<file path="src/rtl/ysyx_25040111_muldiv_if.sv">
// Operand/result handshake bundle for the iterative multiply/divide unit.
// Both halves use valid/ready: a transfer happens on a rising clock edge
// where valid and ready are both high; the producer keeps its payload
// stable while valid is high and ready is low.
interface ysyx_25040111_muldiv_if #(
    parameter int XLEN = 32
);
    logic            in_valid;
    logic            in_ready;
    logic [2:0]      op;
    logic [XLEN-1:0] src1;
    logic [XLEN-1:0] src2;
    logic            out_valid;
    logic            out_ready;
    logic [XLEN-1:0] res;

    modport master (
        output in_valid, op, src1, src2, out_ready,
        input  in_ready, out_valid, res
    );

    modport slave (
        input  in_valid, op, src1, src2, out_ready,
        output in_ready, out_valid, res
    );
endinterface

</file>
<file path="src/rtl/ysyx_25040111_muldiv.sv">
// RV32M iterative multiply/divide unit. Radix-2 shift-add multiplier and
// restoring divider operating on operand magnitudes; signs are reapplied
// when the result is registered. Divide-by-zero and signed overflow bypass
// the iteration and complete in one cycle.
module ysyx_25040111_muldiv #(
    parameter int XLEN = 32
) (
    input  logic       clock,
    input  logic       reset_n,
    input  logic       flush,
    output logic       busy,
    output logic [1:0] dbg_state,
    ysyx_25040111_muldiv_if.slave bus
);
    localparam int CW = $clog2(XLEN);
    localparam logic [XLEN-1:0] MIN_NEG = {1'b1, {(XLEN-1){1'b0}}};

    localparam logic [2:0] OP_MUL    = 3'b000;
    localparam logic [2:0] OP_MULH   = 3'b001;
    localparam logic [2:0] OP_MULHSU = 3'b010;
    localparam logic [2:0] OP_DIV    = 3'b100;
    localparam logic [2:0] OP_REM    = 3'b110;

    typedef enum logic [1:0] {
        S_IDLE = 2'd0,
        S_CALC = 2'd1,
        S_DONE = 2'd2
    } state_t;

    state_t            r_state;
    state_t            w_state_nxt;
    logic [CW-1:0]     r_cnt;
    logic [2:0]        r_op;
    logic              r_neg_res;
    logic              r_neg_rem;
    logic [XLEN-1:0]   r_opnd;
    logic [2*XLEN-1:0] r_acc;
    logic [XLEN-1:0]   r_res;

    logic              w_accept;
    logic              w_is_div;
    logic              w_sgn1;
    logic              w_sgn2;
    logic              w_neg1;
    logic              w_neg2;
    logic              w_div_zero;
    logic              w_div_ovf;
    logic [XLEN-1:0]   w_abs1;
    logic [XLEN-1:0]   w_abs2;
    logic [XLEN-1:0]   w_special_res;
    logic [XLEN:0]     w_mul_sum;
    logic [2*XLEN-1:0] w_mul_acc;
    logic [XLEN:0]     w_rem_sh;
    logic [XLEN+1:0]   w_diff;
    logic [2*XLEN-1:0] w_div_acc;
    logic [2*XLEN-1:0] w_acc_nxt;
    logic [2*XLEN-1:0] w_prod;
    logic [XLEN-1:0]   w_quo;
    logic [XLEN-1:0]   w_rem;
    logic [XLEN-1:0]   w_final;

    assign dbg_state = r_state;
    assign bus.res   = r_res;

    // Decode incoming op: operand signedness, magnitudes, special divides.
    always_comb begin
        w_accept   = bus.in_valid && (r_state == S_IDLE) && !flush;
        w_is_div   = bus.op[2];
        w_sgn1     = (bus.op == OP_MULH) || (bus.op == OP_MULHSU) ||
                     (bus.op == OP_DIV)  || (bus.op == OP_REM);
        w_sgn2     = (bus.op == OP_MULH) || (bus.op == OP_DIV) || (bus.op == OP_REM);
        w_neg1     = w_sgn1 && bus.src1[XLEN-1];
        w_neg2     = w_sgn2 && bus.src2[XLEN-1];
        w_abs1     = w_neg1 ? (~bus.src1 + 1'b1) : bus.src1;
        w_abs2     = w_neg2 ? (~bus.src2 + 1'b1) : bus.src2;
        w_div_zero = w_is_div && (bus.src2 == '0);
        // Only DIV/REM (op[0] clear) can overflow.
        w_div_ovf  = w_is_div && !bus.op[0] && (bus.src1 == MIN_NEG) && (bus.src2 == '1);
        if (w_div_zero) begin
            w_special_res = bus.op[1] ? bus.src1 : '1;
        end else begin
            w_special_res = bus.op[1] ? '0 : bus.src1;
        end
    end

    // One iteration step of each algorithm plus sign fix-up of the final step.
    always_comb begin
        // Multiply: acc = {partial product high, remaining multiplier bits}.
        w_mul_sum = {1'b0, r_acc[2*XLEN-1:XLEN]} + (r_acc[0] ? {1'b0, r_opnd} : '0);
        w_mul_acc = {w_mul_sum, r_acc[XLEN-1:1]};
        // Divide: acc = {partial remainder, dividend bits shifting into quotient}.
        w_rem_sh  = {r_acc[2*XLEN-1:XLEN], r_acc[XLEN-1]};
        w_diff    = {1'b0, w_rem_sh} - {2'b00, r_opnd};
        if (w_diff[XLEN+1]) begin
            w_div_acc = {w_rem_sh[XLEN-1:0], r_acc[XLEN-2:0], 1'b0};
        end else begin
            w_div_acc = {w_diff[XLEN-1:0], r_acc[XLEN-2:0], 1'b1};
        end
        w_acc_nxt = r_op[2] ? w_div_acc : w_mul_acc;
        w_prod    = r_neg_res ? (~w_acc_nxt + 1'b1) : w_acc_nxt;
        w_quo     = r_neg_res ? (~w_acc_nxt[XLEN-1:0] + 1'b1) : w_acc_nxt[XLEN-1:0];
        w_rem     = r_neg_rem ? (~w_acc_nxt[2*XLEN-1:XLEN] + 1'b1) : w_acc_nxt[2*XLEN-1:XLEN];
        if (r_op[2]) begin
            w_final = r_op[1] ? w_rem : w_quo;
        end else if (r_op[1:0] == OP_MUL[1:0]) begin
            w_final = w_prod[XLEN-1:0];
        end else begin
            w_final = w_prod[2*XLEN-1:XLEN];
        end
    end

    // State register.
    always_ff @(posedge clock) begin
        if (!reset_n) begin
            r_state <= S_IDLE;
        end else begin
            r_state <= w_state_nxt;
        end
    end

    // Next-state and handshake outputs; flush overrides every transition.
    always_comb begin
        w_state_nxt   = r_state;
        bus.in_ready  = 1'b0;
        bus.out_valid = 1'b0;
        busy          = 1'b0;
        case (r_state)
            S_IDLE: begin
                bus.in_ready = 1'b1;
                if (w_accept) begin
                    w_state_nxt = (w_div_zero || w_div_ovf) ? S_DONE : S_CALC;
                end
            end
            S_CALC: begin
                busy = 1'b1;
                if (r_cnt == '0) begin
                    w_state_nxt = S_DONE;
                end
            end
            S_DONE: begin
                busy          = 1'b1;
                bus.out_valid = 1'b1;
                if (bus.out_ready) begin
                    w_state_nxt = S_IDLE;
                end
            end
            default: w_state_nxt = S_IDLE;
        endcase
        if (flush) begin
            w_state_nxt = S_IDLE;
        end
    end

    // Datapath: latch operands on accept, iterate in CALC, register result.
    always_ff @(posedge clock) begin
        if (!reset_n) begin
            r_cnt     <= '0;
            r_op      <= '0;
            r_neg_res <= 1'b0;
            r_neg_rem <= 1'b0;
            r_opnd    <= '0;
            r_acc     <= '0;
            r_res     <= '0;
        end else begin
            case (r_state)
                S_IDLE: begin
                    if (w_accept) begin
                        r_op      <= bus.op;
                        r_neg_res <= w_neg1 ^ w_neg2;
                        r_neg_rem <= w_neg1;
                        r_cnt     <= CW'(XLEN - 1);
                        if (w_div_zero || w_div_ovf) begin
                            r_res <= w_special_res;
                        end else begin
                            r_opnd <= w_is_div ? w_abs2 : w_abs1;
                            r_acc  <= {{XLEN{1'b0}}, (w_is_div ? w_abs1 : w_abs2)};
                        end
                    end
                end
                S_CALC: begin
                    r_acc <= w_acc_nxt;
                    if (r_cnt == '0) begin
                        r_res <= w_final;
                    end else begin
                        r_cnt <= r_cnt - 1'b1;
                    end
                end
                default: ;
            endcase
        end
    end
endmodule
</file>
<file path="src/flat_wrapper.sv">
// flat-port wrapper written by rule: the top's interface ports become plain ports
module ysyx_25040111_muldiv_flat 
#(
    parameter int XLEN = 32
)
  (clock, reset_n, flush, busy, dbg_state, bus_in_valid, bus_op, bus_src1, bus_src2, bus_out_ready, bus_in_ready, bus_out_valid, bus_res);
  ysyx_25040111_muldiv_if #(.XLEN(XLEN)) bus_i ();
  input  logic clock;
  input  logic reset_n;
  input  logic flush;
  output logic busy;
  output logic [1:0] dbg_state;
  input wire logic [$bits(bus_i.in_valid)-1:0] bus_in_valid;
  input wire logic [$bits(bus_i.op)-1:0] bus_op;
  input wire logic [$bits(bus_i.src1)-1:0] bus_src1;
  input wire logic [$bits(bus_i.src2)-1:0] bus_src2;
  input wire logic [$bits(bus_i.out_ready)-1:0] bus_out_ready;
  output wire logic [$bits(bus_i.in_ready)-1:0] bus_in_ready;
  output wire logic [$bits(bus_i.out_valid)-1:0] bus_out_valid;
  output wire logic [$bits(bus_i.res)-1:0] bus_res;
  assign bus_i.in_valid = bus_in_valid;
  assign bus_i.op = bus_op;
  assign bus_i.src1 = bus_src1;
  assign bus_i.src2 = bus_src2;
  assign bus_i.out_ready = bus_out_ready;
  assign bus_in_ready = bus_i.in_ready;
  assign bus_out_valid = bus_i.out_valid;
  assign bus_res = bus_i.res;
  ysyx_25040111_muldiv #(.XLEN(XLEN)) u_core (.clock(clock), .reset_n(reset_n), .flush(flush), .busy(busy), .dbg_state(dbg_state), .bus(bus_i));
endmodule
</file>
<file path="config.mk">
export PLATFORM = sky130hd
export DESIGN_NAME = ysyx_25040111_muldiv_flat
export DESIGN_NICKNAME = d
export VERILOG_FILES = /design/src/rtl/ysyx_25040111_muldiv_if.sv /design/src/rtl/ysyx_25040111_muldiv.sv /design/src/flat_wrapper.sv
export SDC_FILE = /design/constraint.sdc
export NUM_CORES = 1
export LEC_CHECK = 0
export BUFFER_PORTS_ARGS = -buffer_cell sky130_fd_sc_hd__buf_2
export CAP_MARGIN = 20
export CELL_PAD_IN_SITES_DETAIL_PLACEMENT = 1
export CELL_PAD_IN_SITES_GLOBAL_PLACEMENT = 1
export CORE_ASPECT_RATIO = 0.8
export CORE_UTILIZATION = 42
export DETAILED_ROUTE_END_ITERATION = 8
export PLACE_DENSITY_LB_ADDON = 0.1
export REMOVE_ABC_BUFFERS = 1
export SLEW_MARGIN = 20
export SYNTH_ARGS = -nofsm -noshare
export SYNTH_HDL_FRONTEND = slang
export SYNTH_SLANG_ARGS = --single-unit
export TNS_END_PERCENT = 30
</file>
<file path="constraint.sdc">
create_clock -name clock -period 4.8 [get_ports clock]
set_input_delay 0.96 -clock clock [delete_from_list [all_inputs] [get_ports clock]]
set_output_delay 0.96 -clock clock [all_outputs]
set_load 0.005 [all_outputs]
</file>
# == Word-level counts from Yosys, hierarchy flattened ==
# Cells that the tools add are included.
# op_classes
n_eq_ne,14
addsub,8
mux,34
n_bitwise,8
reduce_logical,29
# op_table
operator,n
two-way mux 32 bit,16
two-way mux 64 bit,5
adder 32 x 1 -> 32 bit (second input constant),4
NOT 32 bit,4
one-hot mux 64 bit (2 select lines),1
adder 64 x 1 -> 64 bit (second input constant),1
== test 32 bit (second input constant),2
NOT 64 bit,1
one-hot mux 32 bit (2 select lines),1
subtractor 33 x 32 -> 34 bit,1
adder 32 x 33 -> 33 bit,1
logical NOT 32 bit,1
AND reduction 3 bit,4
two-way mux 5 bit,2
one-hot mux 5 bit (2 select lines),1
logical AND 1 bit,8
two-way mux 2 bit,4
inequality test 2 bit (second input constant),4
== test 3 bit (second input constant),2
logical OR 1 bit,6
one-hot mux 2 bit (3 select lines),1
logical NOT 5 bit,1
subtractor 5 x 1 -> 5 bit (second input constant),1
logical NOT 2 bit,2
other kinds (13),19
# word_totals
word_cells,101
output_inout_bits,37
reg_bits,140

# == Logic depth before layout (Yosys ltp) ==
# depth
ltp_word,10
ltp_mapped,23

# == Least setup slack after synthesis ==
# No wires, ideal clock.
# synth_path
path_type,reg-to-reg
start,reg u_core.r_op[2]
end,reg u_core.r_res[24] (netlist: u_core.bus.res[24])
setup_slack_ns,0.152
arrival_ns,4.526
path_buffers,9
required_ns,4.679
path_stages_with_launch,24
setup_ns,0.121
path_cell_list,dfxtp_1 buf_2 buf_1 buf_2 buf_2 buf_2 buf_2 buf_2 buf_2 mux2_2 inv_1 ha_1 o211ai_1 nor2_1 nand2_1 or2_2 clkbuf_1 nor3_1 nand4_1 nand2b_1 o21ai_1 xnor2_1 a221oi_1 o21ai_1
# synth_via
elab_chain_cells,8
word_cells_on_any_way,15
# synth_rtl
item,line,text
"start, declared",ysyx_25040111_muldiv.sv:33,logic [2:0] r_op;
"start signal, assigned",ysyx_25040111_muldiv.sv:168,r_op <= bus.op;
two-way mux 64 bit,ysyx_25040111_muldiv.sv:99,w_acc_nxt = r_op[2] ? w_div_acc : w_mul_acc;
NOT 64 bit (tied with other cells),ysyx_25040111_muldiv.sv:100,w_prod = r_neg_res ? (~w_acc_nxt + 1'b1) : w_acc_nxt;
adder 64 x 1 -> 64 bit (tied with other cells),ysyx_25040111_muldiv.sv:100,
two-way mux 64 bit (tied with other cells),ysyx_25040111_muldiv.sv:100,
"two-way mux 32 bit, on equally long branches","ysyx_25040111_muldiv.sv:105, ysyx_25040111_muldiv.sv:104",
two-way mux 32 bit *,ysyx_25040111_muldiv.sv:103,if (r_op[2]) begin
two-way mux 32 bit *,ysyx_25040111_muldiv.sv:182,if (r_cnt == '0) begin
one-hot mux 32 bit (2 select lines) *,ysyx_25040111_muldiv.sv:165,case (r_state)
"end signal, assigned",ysyx_25040111_muldiv.sv:173,r_res <= w_special_res;
"end signal, assigned",ysyx_25040111_muldiv.sv:183,r_res <= w_final;
"end, declared",ysyx_25040111_muldiv.sv:38,logic [XLEN-1:0] r_res;
# Every way passes the cells marked *; elsewhere a longest branch is shown, timed or not. The select of a mux whose other input is x is not followed.
# A chain may end at the register's enable or synchronous reset.

# == Worst setup path in the final report ==
# layout_path
start,reg u_core.r_opnd[11]
end,reg u_core.r_res[31] (netlist: u_core.bus.res[31])
# layout_via
elab_chain_cells,10
word_cells_on_any_way,19
# layout_rtl
item,line,text
"start, declared",ysyx_25040111_muldiv.sv:36,logic [XLEN-1:0] r_opnd;
"start signal, assigned",ysyx_25040111_muldiv.sv:175,r_opnd <= w_is_div ? w_abs2 : w_abs1;
subtractor 33 x 32 -> 34 bit or two-way mux 32 bit (tied branches),"ysyx_25040111_muldiv.sv:93, ysyx_25040111_muldiv.sv:89",
two-way mux 64 bit or adder 32 x 33 -> 33 bit (tied branches),"ysyx_25040111_muldiv.sv:94, ysyx_25040111_muldiv.sv:89",
two-way mux 64 bit *,ysyx_25040111_muldiv.sv:99,
NOT 64 bit (tied with other cells),ysyx_25040111_muldiv.sv:100,
adder 64 x 1 -> 64 bit (tied with other cells),ysyx_25040111_muldiv.sv:100,
two-way mux 64 bit (tied with other cells),ysyx_25040111_muldiv.sv:100,
"two-way mux 32 bit, on equally long branches","ysyx_25040111_muldiv.sv:105, ysyx_25040111_muldiv.sv:104",
two-way mux 32 bit *,ysyx_25040111_muldiv.sv:103,
two-way mux 32 bit *,ysyx_25040111_muldiv.sv:182,
one-hot mux 32 bit (2 select lines) *,ysyx_25040111_muldiv.sv:165,
# Marks and branches as above.

==> results by group <==
Place
  • PortBufs: 108
  • DP Wirelength: 59.99 mm
  • DP Worst Slack: -0.1290 ns
  • GP Congestion: 1.004

Floorplanning
  • Die extent in y: 180.2 um
  • Number of cell rows: 64
  • Initial Util: 0.4309
  • Die area: 40490 um^2
  • Top Ports: 109
  • Die width: 224.7 um
  • Core area: 38680 um^2

Routing
  • DR vias: 19441
  • Number of remaining DRC errors: 0
  • WL per Instance: 25.27 um
  • Final ANT Viol Nets: 0
  • DRT iter0 DRCs: 1880
  • Overall routed net length: 76.13 mm
  • WL met2: 32.71 mm
  • Vias per cell: 6.452
  • Met3 wire length: 5.783 mm
  • TritonRoute pass-1 iters: 6
  • WL met1: 34.83 mm
  • Top routing layer used: met5

Worst setup path
  • Crit end category: flop
  • Worst R2R End: u_core.bus.res[31]
  • Critical path peak fanout: 10
  • Critical Path Sink: u_core.bus.res[31]
  • Setup crit start kind: flop
  • Reg2reg start: u_core.r_opnd[11]
  • Worst setup path class: reg -> reg
  • Critical Path Source: u_core.r_opnd[11]
  • Data required time of the critical path: 5.21 ns
  • Reg-to-reg slack, setup: 0.09 ns
  • Worst r2r path cells: 16
  • CP arrival: 5.12 ns

Clocking
  • Root Driver: clkbuf_16
  • Sink Count: 140
  • Clk pin slew, worst setup/hold paths: 0.06 ns
  • Worst skew pair latency: 0.47 ns
  • Cts bufs inserted: 17
  • CTS Buffer Depth: 2
  • H-Tree Depth: 4
  • CTS tree: built
  • Hold buffer count at CTS: 0

Pwr
  • Final Power: 4.543 mW
  • Worst ir drop on vdd: 0.0002565 V
  • Power per Cell Area: 238.6 nW/um^2
  • Leakage power: 7.809 nW

Timing
  • Final hold violations: 0
  • Clock skew: 0.01082 ns
  • RSZ-0062 raised after global routing: yes
  • Final period util: 0.9809
  • Final WS setup: 0.09174 ns
  • Pins Over Slew Limit: 0
  • Final Setup Violations: 0
  • Maximum clock rate: 0.2124 GHz
  • Slew @ Worst Pin: 0.9793 ns
  • Slew HR: 0.3447
  • Min cycle time layout: 4.708 ns

Synth
  • Syn Area/Cell: 7.041 um^2
  • Mux cell area share after synthesis: 0.03649
  • Top-area cell type share of the netlist area: 0.1682
  • Adder-cell share of the synthesized area: 0.07117
  • Top_reg_cell synth: dfxtp_1
  • Area share of and/or/nand/nor cells after synthesis: 0.2570
  • Number of synthesized flops with an enable pin: 0
  • Synth Instances: 2367
  • Yosys warnings: 0
  • Synth cell count leaders: 314 x nand2_1, 208 x nor2_1, 179 x o21ai_0
  • Synth area leaders: dfxtp_1 17%, nand2_1 7.1%, ha_1 5.6%
  • Area leader, netlist: dfxtp_1
  • Synth async-reset ratio: 0
  • Most numerous cell in the Yosys netlist: nand2_1
  • Synthesized cell area: 16670 um^2
  • Synth Area in XOR/XNOR: 0.09565
  • Largest family of logic cells by synthesized area: compound AO/OA/AOI/OAI gates
  • Compound-Gate Fraction of Synth Area: 0.3179
  • #FFs+latches synth: 140
  • Yosys cell types: 99
  • Sequential element share of the synthesized area: 0.1682

Min path
  • Hold_sp: u_core.r_opnd[12]
  • Worst hold-check path type: reg -> reg

Flow run
  • Max-Cap Viols: 0

GRT
  • Largest net degree at the start of global routing: 96
  • First-pass GRT wire length: 114.7 mm
  • GRT Util Overall: 0.3685
  • Initial antenna violation count: 1
  • Vias in the first global route: 18721
  • Gr ovfl total: 0

Finish
  • Nets@finish: 2619
  • Area growth from synthesis to layout: 14.23%
  • Share of cells above drive strength 1: 0.1457

Outcome
  • Status: finished clean
[flip-flops by register name, summed over array words and instances, names as in the netlist]
signal            cells
u_core.r_neg_rem      1
u_core.r_op           3
u_core.bus.res       32
u_core.dbg_state      2
u_core.r_acc         64
u_core.r_cnt          5
u_core.r_neg_res      1
u_core.r_opnd        32
[what timing repair did]
action | CTS | global route
setup buffers | 1 | 9
pin swaps | 2 | 9
resized for setup | 4 | 33
setup endpoints to repair | 5 | 24
[routing by layer]
| metal | vias to the layer above | GRT usage |
|---|---|---|
| li1 | 8861 | - |
| met5 | - | 0 |
| met3 | 118 | 0.06669 |
| met1 | 9726 | 0.5198 |
| met2 | 734 | 0.5490 |
| met4 | 2 | 0.1475 |
[critical path: stages, from the launching register on]
cell and delay, ns:
dfxtp_1 0.33, inv_1 0.06, ha_1 0.42, nand4_1 0.25, or4_1 0.61, a21oi_4 0.20, o31a_4 0.23, buf_4 0.17
nor2_1 0.09, buf_4 0.23, a311o_1 0.48, nand4bb_1 0.30, nor2_1 0.26, nand2_1 0.16, or4_1 0.53, a21boi_0 0.20
o31a_1 0.14
[power by group]
| part | leakage [nW] | internal (mW) | switching, mW |
|---|---|---|---|
| sequential | 1.14 | 1.22 | 0.0776 |
| clock | 0.279 | 0.773 | 0.602 |
| combinational | 6.39 | 0.666 | 1.20 |
| total | 7.81 | 2.66 | 1.88 |
[through the flow]
stage	hold WS (ns)	cell area, um^2	TNS, ns	util	instances
2_1_floorplan	0.4460	16050	-126.87	-	2215
3_3_place_gp	0.4526	18220	0	0.4711	2970
3_5_place_dp	0.4559	18220	-0.3679	0.4711	2970
4_1_cts	0.4711	18820	0	0.4867	3003
5_1_grt	0.5025	19040	-0.1697	0.4922	3012
6_report	0.4747	19040	0	0.4922	3013
[layout make-up]
type	instances	area, um^2
antenna	1	2.502
clock buffer	20	446.7
clock inverter	12	122.6
fill	5013	19640
inverter	73	274.0
multi-input combinational	2002	13160
sequential	140	2808
tap	528	660.6
timing repair buffer	237	1565
[cell families after synthesis]
| group | after synthesis |
|---|---|
| adder cells (fa/ha/maj) | 98 |
| XOR/XNOR | 182 |
| AND/OR/NAND/NOR | 887 |
| AO/OA/AOI/OAI | 775 |
| flip-flops | 140 |
| buffers and inverters | 225 |
| multiplexers | 60 |
[worst min path at each step]
stage                                     to  cells past startpoint
after global routing      u_core.bus.res[13]                      2
after global placement     u_core.bus.res[0]                      2
after CTS                 u_core.bus.res[13]                      2
final                      u_core.r_opnd[12]                      2
after floorplan           u_core.bus.res[24]                      2
after detailed placement  u_core.bus.res[13]                      2
[cells in the final DEF, fill, tap and decap left out, types with 14 or more instances in the layout]
master,count
clkbuf_16,17
a22oi_1,23
a31oi_1,22
nand2b_1,15
nor3_1,45
nand2_1,312
nand4_1,33
xnor2_1,103
nor2_1,205
xor2_1,79
a21boi_0,38
nor4_1,24
or3_1,23
and2_1,58
o211ai_1,33
a21o_1,27
and3_1,14
a21oi_1,167
buf_2,107
a211oi_1,39
buf_4,125
dfxtp_1,138
ha_1,72
maj3_1,22
nand3_1,50
o21a_1,23
nor2b_1,32
mux2i_1,54
inv_1,69
o31ai_1,23
o211a_1,39
o221ai_1,18
o21ai_0,175
Note: power is estimated with default switching activity, not from simulation.
